`config.mk`:
```
export PLATFORM = sky130hd
export DESIGN_NAME = serial_addsub_unit
export DESIGN_NICKNAME = d
export VERILOG_FILES = /design/src/rtl/serial_addsub_unit.sv
export SDC_FILE = /design/constraint.sdc
export NUM_CORES = 1
export LEC_CHECK = 0
export ABC_AREA = 1
export CORE_MARGIN = 2
export CORE_UTILIZATION = 55
export DETAILED_ROUTE_END_ITERATION = 10
export GPL_TIMING_DRIVEN = 0
export PLACE_DENSITY = 0.94
export SYNTH_ARGS = -nofsm -noshare
export SYNTH_HDL_FRONTEND = slang
export SYNTH_SLANG_ARGS = --single-unit
```
`constraint.sdc`:
```
create_clock -name clk -period 2.93 [get_ports clk]
set_clock_uncertainty 0.1 [all_clocks]
set_input_delay 0.293 -clock clk [delete_from_list [all_inputs] [get_ports clk]]
set_output_delay 0.293 -clock clk [all_outputs]
set_load 0.02 [all_outputs]
```
`src/rtl/serial_addsub_unit.sv`:
```
// Bit-serial add/subtract of two WIDTH-bit operands, LSB first, one full-adder slice.
// Latency WIDTH+1 cycles from start to the done pulse; start is ignored while busy, accepted in IDLE or FIN.
module serial_addsub_unit #(
    parameter int WIDTH = 8
) (
    input  logic             clk,
    input  logic             reset,
    input  logic             start,
    input  logic             sub,
    input  logic [WIDTH-1:0] a,
    input  logic [WIDTH-1:0] b,
    output logic             busy,
    output logic             done,
    output logic [WIDTH-1:0] result,
    output logic             cout,
    output logic             overflow
);

    localparam int CW = $clog2(WIDTH) + 1;
    localparam logic [CW-1:0] LAST_BIT = CW'(WIDTH - 1);

    typedef enum logic [1:0] {IDLE, RUN, FIN} state_t;

    state_t           state;
    state_t           state_nxt;
    logic [WIDTH-1:0] shift_a;
    logic [WIDTH-1:0] shift_b;
    logic [WIDTH-2:0] sum_sr;
    logic [WIDTH-1:0] sum_nxt;
    logic             carry;
    logic [CW-1:0]    cnt;
    logic             s_bit;
    logic             c_bit;
    logic             load;
    logic             last;

    always_comb begin
        s_bit   = shift_a[0] ^ shift_b[0] ^ carry;
        c_bit   = (shift_a[0] & shift_b[0]) | (shift_a[0] & carry) | (shift_b[0] & carry);
        sum_nxt = {s_bit, sum_sr};
        load    = start && (state == IDLE || state == FIN);
        last    = (state == RUN) && (cnt == LAST_BIT);
    end

    always_comb begin
        state_nxt = state;
        busy      = 1'b0;
        done      = 1'b0;
        case (state)
            IDLE: begin
                if (start)
                    state_nxt = RUN;
            end
            RUN: begin
                busy = 1'b1;
                if (cnt == LAST_BIT)
                    state_nxt = FIN;
            end
            FIN: begin
                done      = 1'b1;
                state_nxt = start ? RUN : IDLE;
            end
            default: state_nxt = IDLE;
        endcase
    end

    always_ff @(posedge clk or posedge reset) begin
        if (reset)
            state <= IDLE;
        else
            state <= state_nxt;
    end

    always_ff @(posedge clk or posedge reset) begin
        if (reset) begin
            shift_a  <= '0;
            shift_b  <= '0;
            sum_sr   <= '0;
            carry    <= 1'b0;
            cnt      <= '0;
            result   <= '0;
            cout     <= 1'b0;
            overflow <= 1'b0;
        end else if (load) begin
            // Subtraction is A + ~B + 1: invert B and seed the carry with one.
            shift_a <= a;
            shift_b <= sub ? ~b : b;
            carry   <= sub;
            cnt     <= '0;
        end else if (state == RUN) begin
            shift_a <= shift_a >> 1;
            shift_b <= shift_b >> 1;
            sum_sr  <= sum_nxt[WIDTH-1:1];
            carry   <= c_bit;
            cnt     <= cnt + 1'b1;
            if (last) begin
                // carry still holds the carry into the MSB on this edge.
                result   <= sum_nxt;
                cout     <= c_bit;
                overflow <= carry ^ c_bit;
            end
        end
    end

endmodule

```
# Yosys cells after proc, flatten, opt, wreduce, memory -nomap -nowiden
# Index checks and enable logic that the tools add are counted.
dict set report classes {
  n_div 0
  mul 0
  shifts 0
  bitwise_logic 10
  addsub 1
  magnitude_cmp 0
  mux 15
  reduce_logical 8
  n_eq_ne 5
}
# cell n
set ops {}
lappend ops {{$mux 8} 5}
lappend ops {{$mux 4} 2}
lappend ops {{$not 8->8} 1}
lappend ops {{$pmux 2 s3} 1}
lappend ops {{$mux 1} 5}
lappend ops {{$add 4x1->4 const B} 1}
lappend ops {{$eq 4x3->1 const B} 1}
lappend ops {{$mux 2} 2}
lappend ops {{$reduce_and 2->1} 2}
lappend ops {{$and 1x1->1} 3}
lappend ops {{$reduce_and 3->1} 1}
lappend ops {{$xor 1x1->1} 3}
lappend ops {{$eq 2x1->1 const B} 1}
lappend ops {{$eq 2x2->1 const B} 1}
lappend ops {{$logic_and 1x1->1} 2}
lappend ops {{$logic_not 2->1} 1}
lappend ops {{$ne 2x1->1 const B} 1}
lappend ops {{$ne 2x2->1 const B} 1}
lappend ops {{$or 1x1->1} 2}
lappend ops {{$reduce_bool 2->1} 1}
lappend ops {{$logic_or 1x1->1} 1}
lappend ops {{$not 1->1} 1}
dict set report word_totals {
  mem_count 0
  in_bits 20
  rom_bits 0
  reg_bits 40
  ram_bits 0
  word_cells 48
  latch_bits 0
}

# Logic depth before layout (Yosys ltp)
dict set report logic_depth {
  depth_word 5
  depth_mapped 7
  depth_no_buf 7
}

# Worst setup path after synthesis
# No wires, ideal clock.
dict set report synth_timing {
  path_kind {flip-flop to flip-flop}
  from {reg cnt[0]}
  to {reg result[0]}
  t_arrival_ps 1100
  n_path_buf 1
  path_stages_with_launch 8
  slack_ps 1613
  period_less_slack_ps 1317
  path_cell_list {dfrtp_1 > ha_1 > nand2_1 > nor2_1 > nand2_2 > buf_6 > nand2_1 > nand2_1}
}
dict set report synth_via {
  elab_chain_cells 3
}
# element line
set synth_lines {}
lappend synth_lines {{start: declaration} 31} ;# logic [CW-1:0] cnt;
lappend synth_lines {{start signal: assignment} 95} ;# cnt <= cnt + 1'b1;
lappend synth_lines {{$eq 4x3->1} 42} ;# last = (state == RUN) && (cnt == LAST_BIT);
lappend synth_lines {{$logic_and 1x1->1} 42}
lappend synth_lines {{$reduce_and 3->1 (no line)} n/a}
lappend synth_lines {{end signal: assignment} 98} ;# result <= sum_nxt;
lappend synth_lines {{end: declaration} 14} ;# output logic [WIDTH-1:0] result,
# No other way between the ends.
# A chain may end at the register's enable or synchronous reset.

# Worst setup path after layout
dict set report layout_timing {
  from {reg state[0]}
  to {out busy}
}
dict set report layout_via {
  elab_chain_cells 2
}
# element line
set layout_lines {}
lappend layout_lines {{start: declaration} 24} ;# state_t state;
lappend layout_lines {{start signal: assignment} 71} ;# state <= state_nxt;
lappend layout_lines {{$eq 2x1->1} 49} ;# case (state)
lappend layout_lines {{$mux 1} 49}
lappend layout_lines {{end: declaration} 12} ;# output logic busy,
# No other way between the ends.

==> results.txt <==
Leak - 0.00122 µW
Worst skew pair latency - 350 ps
Peak VDD IR - 0.000534 V
Final min period - 2220 ps
CTS tree - done
Sinks on the clock net - 40
WL per Instance - 11.7 µm
Nets - 300
TritonCTS Buffers - 5
Vias - 1615
CP startpoint kind - flop
Slowest stage delay, CP - 610 ps
Sum Neg Setup Slack - 0 ps
Synth Warn # - 0
Fin crit share - 75.9%
Site Rows - 21
Max cap viols - 0
Sequential element share of the synthesized area - 52.6%
Max frequency - 450 MHz
Final HPWL DP - 2.77 mm
Yosys cell types - 20
Critical Path Fanout Max - 10
Starting Density - 57.0%
Status - complete, no violations
Most frequent cells in the layout - 113 x nand2_1, 40 x dfrtp_1, 30 x clkdlybuf4s50_1
Largest net degree at the start of global routing - 41
Slew Viols, Final - 0
Seq cells post-synth - 40
Vias in the first global route - 1703
DRC viols - 0
First-pass GRT wire length - 7.11 mm
Crit. End Element - primary output
GRT busiest layer - met2
Rel. slew slack - 47.6%
Post-CTS setup buffers - 0
Hold buffers post-CTS - 0
Antenna cells - 0
DRT Wirelength - 3.80 mm
ANT nets after route - 0
H-tree levels - 2
CP arrival - 1830 ps
Cells after Synth - 241
Synth Cell Area - 1900 µm²
Port bufs - 30
1st-iter DRT viols - 135
Critical path, cell by cell - inv_2 -> nor2_4 -> buf_4 -> clkdlybuf4s50_1
Root Driver - clkbuf_4
Sequential cell area - 1000 µm²
Area occupied by multi-input gates - 726 µm²
Vias per cell - 4.97
Met2 Track Usage GR - 39.0%
Die Y - 62.8 µm
Fillers - 277
FF-to-FF path depth - 7
GRT overflow - 0
Antenna violations before repair - 0
1st-pass router iterations - 5
Die area - 3940 µm²
Met1 Track Usage GR - 27.5%
Pwr per Cell Area - 1020 nW/µm²
Critical path required time - 2540 ps
Syn Nets - 263
GRT Overall Usage - 22.4%
Crit path kind - flop to primary output
CP max stage cell - clkdlybuf4s50_1
Syn Area/Cell - 7.89 µm²
Post_cts resized - 0
Layout cells sized above 1 - 10.0%
Die width - 62.8 µm
RSZ-0062 raised after global routing - no
IO Count - 32
HP Class - primary input to async pin
Final Hold Viols - 0
Final setup viols - 0
Reg clk slew, reported paths - 110 ps
Routability cong. - 0.755
Commonest non-fill, non-tap cell in the layout - nand2_1
Area grow syn2layout - 22.0%
Grt met3 use - 5.95%
Power, Total - 2360 µW
Worst Max-Slew Pin Slew - 785 ps
Core Area - 3340 µm²
Clock Path Buffers - 2
power breakdown:
group | internal [µW] | leakage [µW] | switching, µW
Sequential | 806 | 0.000503 | 161
Combinational | 440 | 0.000682 | 661
Clock | 114 | 0.0000380 | 176
Total | 1360 | 0.00122 | 998
worst max-delay path: cells and delay by family, from the launching register on:
family	cells	cell delay, ps
buf+inv	3	890
flops	1	420
simple gates	1	170
kinds of logic (layout without fill, tap and decap cells):
logic type	count (synthesis)	after routing	synth area share, %
DFF	40	40	52.6
buffers and inverters	40	78	9.21
xor gates and xnor gates	2	2	0.921
and+or+nand+nor	134	134	27.9
adders and majority gates	2	2	1.71
AOI/OAI and AO/OA	23	23	7.63
stage by stage:
step | hold slack [ps] | utilization (%) | instances | instance area [µm²] | setup slack [ps]
floorplan | 310 | - | 241 | 1900 | 1610
detailed placement | 367 | 67.7 | 317 | 2260 | 1010
finish | 298 | 69.6 | 325 | 2320 | 706
CTS | 320 | 69.6 | 325 | 2320 | 692
global route | 357 | 69.6 | 325 | 2320 | 605
global placement | 363 | 67.7 | 317 | 2260 | 823
area by class of cell:
cell class,count,share of cell area (%)
repair buffers,30,12.9
clock inverters,2,0.431
inverters,32,5.18
well taps,46,2.48
flip-flops and latches,40,43.1
multi-input cells,161,31.3
clock buffers,6,2.21
plain buffers,8,2.37
final timing paths:
path	slack, ps	from	end
max	710	state[0]	busy
min	300	reset	result[6]
max reg2reg	1370	cnt[0]	overflow
min reg2reg	390	result[1]	result[1]
max in group asynchronous	1930	reset	cnt[2]
min in group clk	320	sub	shift_b[2]
synthesized netlist by cell type:
| master | n | area [µm²] |
|---|---|---|
| nand2_1 | 113 | 424 |
| dfrtp_1 | 40 | 1000 |
| inv_1 | 30 | 113 |
| o21ai_0 | 14 | 70.1 |
| nand3_1 | 12 | 60.1 |
| o21ai_2 | 8 | 70.1 |
| nor2_1 | 6 | 22.5 |
| buf_2 | 2 | 10.0 |
| buf_4 | 2 | 15.0 |
| buf_6 | 2 | 22.5 |
| clkbuf_1 | 2 | 7.51 |
| inv_2 | 2 | 7.51 |
| a21oi_1 | 1 | 5.00 |
| fa_1 | 1 | 20.0 |
| ha_1 | 1 | 12.5 |
| nand2_2 | 1 | 6.26 |
| nor2_4 | 1 | 11.3 |
| or2_2 | 1 | 6.26 |
| xnor2_1 | 1 | 8.76 |
| xor2_1 | 1 | 8.76 |
sequential cells by signal, summed over array words and instances, names as in the netlist:
| name | count |
|---|---|
| carry | 1 |
| result | 8 |
| shift_b | 8 |
| cout | 1 |
| sum_sr | 7 |
| cnt | 4 |
| state | 2 |
| shift_a | 8 |
| overflow | 1 |
metal layers:
layer	part of all wire (%)	wire length, µm
met2	51	1930
met1	44	1690
met4	0.82	31
met3	3.9	147
met5	0	0
(Power assumes the default switching activity.)
